## config.mk

```make
export PLATFORM = sky130hd
export DESIGN_NAME = mdu_ctrl_flat
export DESIGN_NICKNAME = d
export VERILOG_FILES = /design/src/rtl/mdu_ctrl_if.sv /design/src/rtl/mdu_ctrl.sv /design/src/flat_wrapper.sv
export SDC_FILE = /design/constraint.sdc
export NUM_CORES = 1
export LEC_CHECK = 0
export ABC_AREA = 1
export BUFFER_PORTS_ARGS = -buffer_cell sky130_fd_sc_hd__buf_2
export CAP_MARGIN = 20
export CORE_MARGIN = 5
export CORE_UTILIZATION = 30
export CTS_BUF_LIST = sky130_fd_sc_hd__clkbuf_4
export DETAILED_ROUTE_END_ITERATION = 8
export PLACE_DENSITY = 0.48
export SYNTH_ARGS = -nofsm -noshare
export SYNTH_HDL_FRONTEND = slang
export SYNTH_SLANG_ARGS = --single-unit
```

## constraint.sdc

```tcl
create_clock -name clk -period 8 [get_ports clk]
set_input_delay 1.2 -clock clk [delete_from_list [all_inputs] [get_ports clk]]
set_output_delay 1.2 -clock clk [all_outputs]
set_load 0.01 [all_outputs]
```

## src/rtl/mdu_ctrl_if.sv

```systemverilog
// rtl/mdu_ctrl_if.sv - EX-side request and HI/LO write-back bundle for the multiply/divide sequencer
//
// Signals:
//   flush           exception/ERET flush, cancels any operation in flight
//   start           valid MDU instruction in EX this cycle
//   op[1:0]         00 MULT, 01 MULTU, 10 DIV, 11 DIVU
//   src1, src2      rs / rt operands
//   stallreq        hold IF/ID/EX (combinational)
//   ready           one-cycle result-valid pulse
//   w_hi_we/w_lo_we register-file write enables, identical to ready
//   hi_o, lo_o      registered HI/LO write data (also the EX->ID bypass)
// Modports: master = pipeline/EX side, slave = mdu_ctrl.
interface mdu_ctrl_if #(
    parameter int WIDTH = 32
);
    logic             flush;
    logic             start;
    logic [1:0]       op;
    logic [WIDTH-1:0] src1;
    logic [WIDTH-1:0] src2;
    logic             stallreq;
    logic             ready;
    logic             w_hi_we;
    logic             w_lo_we;
    logic [WIDTH-1:0] hi_o;
    logic [WIDTH-1:0] lo_o;

    modport master (
        output flush, start, op, src1, src2,
        input  stallreq, ready, w_hi_we, w_lo_we, hi_o, lo_o
    );

    modport slave (
        input  flush, start, op, src1, src2,
        output stallreq, ready, w_hi_we, w_lo_we, hi_o, lo_o
    );
endinterface

```

## src/rtl/mdu_ctrl.sv

```systemverilog
// rtl/mdu_ctrl.sv - iterative multiply/divide sequencer owning the HI/LO write port
//
// Ports:
//   clk     rising-edge clock
//   resetn  asynchronous active-low reset
//   bus     mdu_ctrl_if.slave (request in, stall/ready/HI/LO out)
// Build option: MDU_FAST_MUL_EN selects a single-cycle multiplier for
// MULT/MULTU; when undefined, multiplication is shift-add over WIDTH cycles.
module mdu_ctrl #(
    parameter int WIDTH = 32
) (
    input  logic       clk,
    input  logic       resetn,
    mdu_ctrl_if.slave  bus
);
    localparam logic [5:0] LAST_ITER = 6'(WIDTH - 1);

    typedef enum logic [1:0] {S_IDLE, S_MUL, S_DIV, S_DONE} state_t;

    state_t             state, state_nxt;
    logic [5:0]         cnt;
    logic [2*WIDTH-1:0] acc;        // MUL: {partial product, multiplier}; DIV: {remainder, dividend/quotient}
    logic [WIDTH-1:0]   opb;        // multiplicand or divisor magnitude
    logic               neg_q;      // product/quotient must be negated
    logic               neg_r;      // remainder must be negated (dividend sign)
    logic [WIDTH-1:0]   hi_q, lo_q;

    logic               accept, last_iter, signed_op, a_neg, b_neg;
    logic [WIDTH-1:0]   a_abs, b_abs;
    logic [WIDTH:0]     mul_sum, div_shift, div_diff;
    logic [2*WIDTH-1:0] mul_next, div_next, mul_res;
    logic [WIDTH-1:0]   div_q, div_r;
    logic               stall_c, ready_c;

`ifdef MDU_FAST_MUL_EN
    logic [2*WIDTH-1:0] fast_a, fast_b, fast_prod;

    // Extending per signedness makes the truncated 2W-bit product correct for both ops.
    always_comb begin
        fast_a    = bus.op[0] ? {{WIDTH{1'b0}}, bus.src1} : {{WIDTH{bus.src1[WIDTH-1]}}, bus.src1};
        fast_b    = bus.op[0] ? {{WIDTH{1'b0}}, bus.src2} : {{WIDTH{bus.src2[WIDTH-1]}}, bus.src2};
        fast_prod = fast_a * fast_b;
    end
`endif

    // State register
    always_ff @(posedge clk or negedge resetn) begin
        if (!resetn) state <= S_IDLE;
        else         state <= state_nxt;
    end

    // Next-state logic
    always_comb begin
        state_nxt = state;
        if (bus.flush) begin
            state_nxt = S_IDLE;
        end else begin
            case (state)
                S_IDLE: if (bus.start) begin
                    if (!bus.op[1])
`ifdef MDU_FAST_MUL_EN
                        state_nxt = S_DONE;
`else
                        state_nxt = S_MUL;
`endif
                    else if (bus.src2 == '0)
                        state_nxt = S_DONE;
                    else
                        state_nxt = S_DIV;
                end
                S_MUL, S_DIV: if (last_iter) state_nxt = S_DONE;
                default: state_nxt = S_IDLE;
            endcase
        end
    end

    // Output logic
    always_comb begin
        stall_c = 1'b0;
        ready_c = 1'b0;
        case (state)
            S_IDLE:       stall_c = bus.start & ~bus.flush;
            S_MUL, S_DIV: stall_c = 1'b1;
            S_DONE:       ready_c = ~bus.flush;
            default:      ;
        endcase
    end

    assign bus.stallreq = stall_c;
    assign bus.ready    = ready_c;
    assign bus.w_hi_we  = ready_c;
    assign bus.w_lo_we  = ready_c;
    assign bus.hi_o     = hi_q;
    assign bus.lo_o     = lo_q;

    // Datapath combinational helpers
    always_comb begin
        accept    = (state == S_IDLE) && bus.start && !bus.flush;
        last_iter = (cnt == LAST_ITER);
        signed_op = ~bus.op[0];
        a_neg     = signed_op & bus.src1[WIDTH-1];
        b_neg     = signed_op & bus.src2[WIDTH-1];
        a_abs     = a_neg ? -bus.src1 : bus.src1;
        b_abs     = b_neg ? -bus.src2 : bus.src2;

        // Shift-add: add multiplicand on multiplier LSB, then shift the whole accumulator right.
        mul_sum   = {1'b0, acc[2*WIDTH-1:WIDTH]} + (acc[0] ? {1'b0, opb} : '0);
        mul_next  = {mul_sum, acc[WIDTH-1:1]};
        mul_res   = neg_q ? -mul_next : mul_next;

        // Restoring division: remainder stays below the divisor, so W+1 bits of trial suffice.
        div_shift = {acc[2*WIDTH-1:WIDTH], acc[WIDTH-1]};
        div_diff  = div_shift - {1'b0, opb};
        if (div_shift >= {1'b0, opb})
            div_next = {div_diff[WIDTH-1:0], acc[WIDTH-2:0], 1'b1};
        else
            div_next = {acc[2*WIDTH-2:0], 1'b0};
        div_q     = neg_q ? -div_next[WIDTH-1:0] : div_next[WIDTH-1:0];
        div_r     = neg_r ? -div_next[2*WIDTH-1:WIDTH] : div_next[2*WIDTH-1:WIDTH];
    end

    // Datapath registers; HI/LO load on the edge entering DONE so they are valid with ready.
    always_ff @(posedge clk or negedge resetn) begin
        if (!resetn) begin
            cnt   <= '0;
            acc   <= '0;
            opb   <= '0;
            neg_q <= 1'b0;
            neg_r <= 1'b0;
            hi_q  <= '0;
            lo_q  <= '0;
        end else if (accept) begin
            cnt   <= '0;
            neg_q <= a_neg ^ b_neg;
            neg_r <= a_neg;
            if (bus.op[1]) begin
                acc <= {{WIDTH{1'b0}}, a_abs};
                opb <= b_abs;
                if (bus.src2 == '0) begin
                    hi_q <= bus.src1;
                    lo_q <= '1;
                end
            end else begin
                acc <= {{WIDTH{1'b0}}, b_abs};
                opb <= a_abs;
`ifdef MDU_FAST_MUL_EN
                hi_q <= fast_prod[2*WIDTH-1:WIDTH];
                lo_q <= fast_prod[WIDTH-1:0];
`endif
            end
        end else if (state == S_MUL) begin
            acc <= mul_next;
            cnt <= cnt + 6'd1;
            if (last_iter && !bus.flush) begin
                hi_q <= mul_res[2*WIDTH-1:WIDTH];
                lo_q <= mul_res[WIDTH-1:0];
            end
        end else if (state == S_DIV) begin
            acc <= div_next;
            cnt <= cnt + 6'd1;
            if (last_iter && !bus.flush) begin
                hi_q <= div_r;
                lo_q <= div_q;
            end
        end else begin
            cnt <= '0;
        end
    end
endmodule

```

## src/flat_wrapper.sv

```systemverilog
// flat-port wrapper written by rule: the top's interface ports become plain ports
module mdu_ctrl_flat 
#(
    parameter int WIDTH = 32
)
  (clk, resetn, bus_flush, bus_start, bus_op, bus_src1, bus_src2, bus_stallreq, bus_ready, bus_w_hi_we, bus_w_lo_we, bus_hi_o, bus_lo_o);
  mdu_ctrl_if #(.WIDTH(WIDTH)) bus_i ();
  input  logic clk;
  input  logic resetn;
  input wire logic [$bits(bus_i.flush)-1:0] bus_flush;
  input wire logic [$bits(bus_i.start)-1:0] bus_start;
  input wire logic [$bits(bus_i.op)-1:0] bus_op;
  input wire logic [$bits(bus_i.src1)-1:0] bus_src1;
  input wire logic [$bits(bus_i.src2)-1:0] bus_src2;
  output wire logic [$bits(bus_i.stallreq)-1:0] bus_stallreq;
  output wire logic [$bits(bus_i.ready)-1:0] bus_ready;
  output wire logic [$bits(bus_i.w_hi_we)-1:0] bus_w_hi_we;
  output wire logic [$bits(bus_i.w_lo_we)-1:0] bus_w_lo_we;
  output wire logic [$bits(bus_i.hi_o)-1:0] bus_hi_o;
  output wire logic [$bits(bus_i.lo_o)-1:0] bus_lo_o;
  assign bus_i.flush = bus_flush;
  assign bus_i.start = bus_start;
  assign bus_i.op = bus_op;
  assign bus_i.src1 = bus_src1;
  assign bus_i.src2 = bus_src2;
  assign bus_stallreq = bus_i.stallreq;
  assign bus_ready = bus_i.ready;
  assign bus_w_hi_we = bus_i.w_hi_we;
  assign bus_w_lo_we = bus_i.w_lo_we;
  assign bus_hi_o = bus_i.hi_o;
  assign bus_lo_o = bus_i.lo_o;
  mdu_ctrl #(.WIDTH(WIDTH)) u_core (.clk(clk), .resetn(resetn), .bus(bus_i));
endmodule
```

==> results of run 1 <==
worst max-delay path, stage by stage (launching register included):
cell     delay, ns
dfrtp_1       0.43
inv_1         0.24
ha_1          0.35
nand2_2       0.17
inv_2         0.04
nand2_1       0.06
nand2_1       0.07
nand2_1       0.07
nand2_1       0.07
nand2_1       0.08
nand3_2       0.08
nor2_4        0.40
nand2_4       0.45
inv_2         0.45
nand2_1       0.13
nand2_1       0.63
inv_1         0.35
nor2_1        0.16
nand3_1       0.08
a41oi_1       0.20
power breakdown:
group / total (mW) / switching, mW / internal (mW)
Sequential: 1.52 / 0.413 / 1.10
Clock: 0.606 / 0.432 / 0.174
Combinational: 7.09 / 5.09 / 2.00
Total: 9.21 / 5.94 / 3.27
cell families (layout without fill, tap and decap cells):
kind of cell / count (synthesis) / in the layout / share of synthesized area
simple gates: 1605 / 1605 / 0.363
xor+xnor: 96 / 96 / 0.0453
other cells: 0 / 4 / 0
buf+inv: 584 / 652 / 0.121
flops: 170 / 170 / 0.229
compound gates: 587 / 587 / 0.188
fa+ha+maj: 77 / 77 / 0.0528
per-layer routing:
metal | vias to the layer above | track usage
met4 | 0 | 0.0989
met2 | 844 | 0.436
met3 | 148 | 0.0434
met1 | 10000 | 0.341
li1 | 10300 | -
met5 | - | 0
cell type report:
class                   count  area [um2]
multi-input cells        2365       12100
repair buffers            159         872
clock buffers              17         128
fillers                  7063       41300
well taps                 790         988
clock inverters            15         175
diodes                      4        10.0
flip-flops and latches    170        4260
inverters                 461        1730
through the flow:
| step | cell area (um2) | util | std cells |
|---|---|---|---|
| 5_1_grt | 20200 | 0.329 | 3980 |
| 3_5_place_dp | 19900 | 0.324 | 3945 |
| 3_3_place_gp | 19900 | 0.324 | 3945 |
| 6_report | 20200 | 0.329 | 3981 |
| 4_1_cts | 20200 | 0.329 | 3977 |
| 2_1_floorplan | 18500 | - | 3119 |
sequential cells by signal (all words and copies together), names as in the netlist:
| name | flops |
|---|---|
| u_core.neg_r | 1 |
| u_core.bus.lo_o | 32 |
| u_core.neg_q | 1 |
| u_core.cnt | 6 |
| u_core.state | 2 |
| u_core.acc | 64 |
| u_core.bus.hi_o | 32 |
| u_core.opb | 32 |
synth_stat cells, types with 3 or more instances:
| master | number |
|---|---|
| nor2_2 | 9 |
| o21ai_0 | 179 |
| nand3_2 | 5 |
| o22ai_1 | 29 |
| nor4_1 | 8 |
| inv_2 | 10 |
| nor2_1 | 379 |
| nor3_2 | 3 |
| nand2_2 | 16 |
| clkinv_1 | 3 |
| o21ai_1 | 11 |
| a32o_1 | 8 |
| dfrtp_1 | 170 |
| xnor2_1 | 17 |
| o32ai_1 | 4 |
| a41oi_1 | 6 |
| buf_6 | 4 |
| nor3_1 | 55 |
| a31oi_1 | 35 |
| nand3_1 | 214 |
| o21bai_1 | 10 |
| clkbuf_1 | 94 |
| inv_1 | 448 |
| buf_2 | 10 |
| a21oi_1 | 185 |
| xor2_1 | 79 |
| ha_1 | 75 |
| o211ai_1 | 31 |
| a21oi_2 | 3 |
| o221ai_1 | 32 |
| nand2_1 | 846 |
| nand4_1 | 47 |
| nand3b_1 | 13 |
| o2111ai_1 | 6 |
| buf_1 | 12 |
| a22oi_1 | 7 |
| o31ai_1 | 15 |
| a211oi_1 | 8 |
how the worst min path moves through the flow:
stage | startpoint | to | slack, ns | cells past startpoint
2_1_floorplan | u_core.cnt[0]$_DFF_PN0_ | u_core.cnt[0]$_DFF_PN0_ | 0.43 | 1
3_3_place_gp | u_core.cnt[0]$_DFF_PN0_ | u_core.cnt[0]$_DFF_PN0_ | 0.45 | 1
3_5_place_dp | u_core.cnt[0]$_DFF_PN0_ | u_core.cnt[0]$_DFF_PN0_ | 0.46 | 1
4_1_cts | resetn | u_core.bus.lo_o[17]$_DFFE_PN0P_ | 0.47 | 1
5_1_grt | u_core.bus.hi_o[21]$_DFFE_PN0P_ | u_core.bus.hi_o[21]$_DFFE_PN0P_ | 0.51 | 2
6_report | u_core.cnt[0]$_DFF_PN0_ | u_core.cnt[0]$_DFF_PN0_ | 0.48 | 1
placed cells by master (no fill, tap or decap), drive strengths merged, types with 2 or more instances in the layout:
cell	Yosys	layout
a211oi	8	8
a21o	2	2
a21oi	188	188
a22oi	7	7
a31oi	35	35
a32o	8	8
a32oi	2	2
a41oi	6	6
and3	2	2
buf	29	158
clkbuf	94	18
clkinv	3	8
dfrtp	170	170
diode	0	4
fa	2	2
ha	75	75
inv	458	467
nand2	863	863
nand3	220	220
nand3b	13	13
nand4	47	47
nor2	390	390
nor3	58	58
nor4	9	9
o2111ai	6	6
o211ai	31	31
o21a	2	2
o21ai	192	192
o21bai	11	11
o221ai	32	32
o22ai	29	29
o311ai	2	2
o31ai	15	15
o32ai	4	4
xnor2	17	17
xor2	79	79
==> qor.csv, run 1 <==
metric,value,unit
metal2 WL,41.8,mm
Crit Path Max Fanout,44,
sequential area share after synthesis,0.229,
worst clock skew,0.0454,ns
Tot Pwr,9.21,mW
routed len/inst,22.6,um
Root Driver,clkbuf_4,
fin nets,3321,
io pins,138,
"Arr. time, crit path",5.36,ns
"Setup Fix Bufs, Post-CTS",0,
CTS tree,done,
CP Capture Type,flip-flop,
die footprint,66900,um2
syn avg cell area,5.95,um2
Post-Syn Instances,3119,
row cnt,91,
"EDFF count, synth",0,
Worst-path clk slew,0.21,ns
max-cap violation count,0,
Congestion Overflow GR,0,
asr flop ratio synth,1.00,
Max IR drop VDD,0.208,mV
die span in x,259,um
met1 wire length,38.3,mm
syn_nets,3266,
post-synth top area share,0.229,
drt pass-1 iters,7,
Worst Tran Pin Value,1.00,ns
Max clock buf depth,2,
main flop type after synthesis,dfrtp_1,
reg2reg path depth,19,
first-pass GRT wire length,131,mm
critical path startpoint,u_core.opb[20]$_DFFE_PN0P_,
Vias,21300,
Area Overhead vs Synth,9.07,%
Final Setup Violations,0,
number of DRC markers in iteration 0,2209,
cts bufs inserted,17,
Leakage,10.5,nW
Worst setup endpoint,u_core.bus.lo_o[29]$_DFFE_PN0P_,
Hold Fails Final Rpt,0,
min Tclk post-route,4.63,ns
number of global-route vias before repair,20600,
DR WL met3,5.99,mm
Vias/cell,5.35,
status,"finished, final reports clean",
f_max,216,MHz
port bufs,137,
Initial Util,0.302,
Worst Path Required,8.73,ns
Rel. slew slack,0.331,
Clock Sinks,170,
hold_buf cts,0,
Pins Over Slew Limit,0,
Hold Path Class,reg2reg,
FF-to-FF Start,u_core.opb[20]$_DFFE_PN0P_,
startpoint types,flip-flop,
WS Path Type,reg2reg,
core area,61500,um2
post-synth cell types,62,
Final TNS setup,0,ns
"worst slack, placed",3.20,ns
period utilization,0.578,
worst reg2reg endpoint,u_core.bus.lo_o[29]$_DFFE_PN0P_,
Routed Wire Length,89.8,mm
Synth area leaders,"dfrtp_1 (23%), nand2_1 (17%), inv_1 (9.1%), nor2_1 (7.7%), nand3_1 (5.8%)",
largest net degree at the start of global routing,131,
Synth Register Bits,170,
RSZ-0062 raised after global routing,false,
CTS H-tree depth,4,
Residual DRC,0,
layout cells sized above 1,0.0797,
DR top layer,met4,
Die H,259,um
PnR worst setup slack,3.37,ns
warning count from the yosys run,0,
worst reg2reg setup slack,3.37,ns
ANT nets after route,0,
WHS,0.476,ns
GRT Resource Usage Total,0.261,
CTS resizes,0,
worst-skew pair later-pin latency,0.81,ns
PD cells,455,nW/um2
antenna violations before repair,2,
RD Place Congestion,0.985,
post-synth top area cell,dfrtp_1,
"Cell Area, Synth",18500,um2
HPWL reported at the end of detailed placement,72.4,mm
Note: power is estimated with default switching activity, not from simulation.
==> run 2: changes to the inputs <==
PLACE_DENSITY = 0.49   (was 0.48)
clock period = 4.05 ns   (was 8 ns; I/O delays follow)
==> qor.csv, run 2 (same netlist as run 1, synthesis figures left out) <==
metric,value,unit
Clock Sinks,170,
max-cap violation count,0,
Area Overhead vs Synth,15.1,%
Worst Tran Pin Value,0.736,ns
Routed Wire Length,94.5,mm
Cells after DPL,4069,
Initial Util,0.302,
ANT nets after route,0,
Vias/cell,5.38,
worst-skew pair later-pin latency,0.73,ns
worst reg2reg setup slack,0.23,ns
number of flip-flops in the largest register,64,
worst clock skew,0.0372,ns
first-pass GRT wire length,137,mm
Rel. slew slack,0.510,
period utilization,0.944,
Hold Fails Final Rpt,0,
Final Non-Filler Cells,4110,
row cnt,91,
Root Driver,clkbuf_4,
Hold Path Class,in2reg,
Max clock buf depth,2,
GRT Resource Usage Total,0.274,
register area,4260,um2
Congestion Overflow GR,0,
Crit Path Max Fanout,18,
f_max,262,MHz
"commonest cells after routing, fill and taps aside","nand2_1 (841), inv_1 (447), nor2_1 (372), nand3_1 (213), a21oi_1 (182)",
CTS H-tree depth,4,
Die H,259,um
status,"finished, final reports clean",
antenna violations before repair,7,
CP cell instances,inv_1 -> ha_1 -> nand2_1 -> nand2_1 -> a21oi_2 -> nand2_1 -> nand2_1 -> nand3_2 -> nor2_4 -> buf_4 -> nand3_1 -> nand2_2 -> ha_1 -> nand3_1 -> nor2_2 -> nand4_1 -> nand2_2 -> nand3_1 -> nand3_1 -> nand2_1 -> nand2_1 -> nand2_1,
Layout fillers,7030,
Worst-path clk slew,0.19,ns
CTS tree,done,
drt pass-1 iters,7,
Slowest cell on crit path,dfrtp_1,
RD Place Congestion,0.991,
io pins,138,
"commonest non-fill, non-tap cell in the layout",nand2_1,
Critical Path Max Stage Delay,0.55,ns
min Tclk post-route,3.82,ns
cts bufs inserted,17,
Final Setup Violations,0,
PD cells,934,nW/um2
startpoint types,flip-flop,
area of the multi-input gates,12100,um2
Max IR drop VDD,0.852,mV
routed len/inst,23.0,um
Residual DRC,0,
layout cells sized above 1,0.120,
port bufs,137,
Leakage,11.1,nW
"Arr. time, crit path",4.43,ns
Biggest register,u_core.acc,
WS Path Type,reg2reg,
die span in x,259,um
die footprint,66900,um2
core area,61500,um2
number of global-route vias before repair,21200,
Vias,22100,
largest net degree at the start of global routing,121,
CP Capture Type,flip-flop,
fin nets,3448,
HPWL reported at the end of detailed placement,77.1,mm
Final TNS setup,0,ns
Worst Path Required,4.66,ns
cell mode on critical path,nand2_1,
Pins Over Slew Limit,0,
number of DRC markers in iteration 0,2218,
==> run 2: changes by cell type in the layout (fill, tap and decap cells not counted), moves of 4 or more <==
cell,previous run,this run
buf_12,1,7
buf_4,21,139
nand2_1,845,841
nand2_2,17,21
nor2_1,377,372
nor2_2,11,16
==> run 2: worst paths after layout <==
kind,startpoint,endpoint,cells after the start
setup / recovery,u_core.opb[22]$_DFFE_PN0P_,u_core.bus.hi_o[20]$_DFFE_PN0P_,22
hold / removal,bus_src2[31],u_core.neg_q$_DFFE_PN0P_,2
setup reg to reg,u_core.opb[22]$_DFFE_PN0P_,u_core.bus.hi_o[20]$_DFFE_PN0P_,22
hold reg to reg,u_core.cnt[0]$_DFF_PN0_,u_core.cnt[0]$_DFF_PN0_,1
max in group asynchronous,resetn,u_core.opb[21]$_DFFE_PN0P_,3
min in group asynchronous,resetn,u_core.bus.lo_o[20]$_DFFE_PN0P_,2
==> run 2: final cells by class <==
cell class | count | share of cell area
multi-input cells | 2365 | 0.568
inverters | 461 | 0.0811
flip-flops and latches | 170 | 0.199
repair buffers | 286 | 0.0895
clock inverters | 14 | 0.00815
clock buffers | 18 | 0.00633
well taps | 790 | 0.0463
diodes | 6 | 0.000703
==> run 2: layer usage <==
metal | vias to the layer above | wire (um) | track usage
li1 | 10600 | - | -
met5 | - | 43 | 0
met3 | 217 | 6590 | 0.0452
met4 | 6 | 5120 | 0.124
met1 | 10300 | 38700 | 0.346
met2 | 966 | 44000 | 0.459
==> run 2: what timing repair did <==
item | 4_1_cts | 5_1_grt
setup endpoints to repair | 0 | 16
buffers inserted | 0 | 2
gates resized for setup | 0 | 24
hold endpoints to repair | 75 | 0
hold buffers | 1 | 0
==> run 2: worst max-delay path: cells and delay by family, from the launching register on <==
family,cells,cell delay (ns)
flip-flops,1,0.55
buffers and inverters,2,0.36
adder cells (fa/ha/maj),2,0.61
AO/OA/AOI/OAI,1,0.18
AND/OR/NAND/NOR,17,1.99
==> run 2: report_power, final <==
part / switching [mW] / internal, mW
combinational: 10.8 / 5.09
sequential: 0.649 / 2.18
clock: 0.849 / 0.352
==> run 2: stage by stage <==
| stage | total power, mW | hold slack (ns) | setup WS (ns) | util | cell area, um2 |
|---|---|---|---|---|---|
| finish | 19.9 | 0.185 | 0.226 | 0.347 | 21300 |
| global route | 21.5 | 0.119 | -0.00199 | 0.347 | 21300 |
| CTS | 19.6 | 0.137 | 0.0836 | 0.345 | 21200 |
| detailed placement | 18.3 | 0.458 | 0.145 | 0.340 | 20900 |
| global placement | 18.4 | 0.455 | 0.150 | 0.340 | 20900 |
| floorplan | 12.2 | 0.312 | 0.839 | - | 18500 |
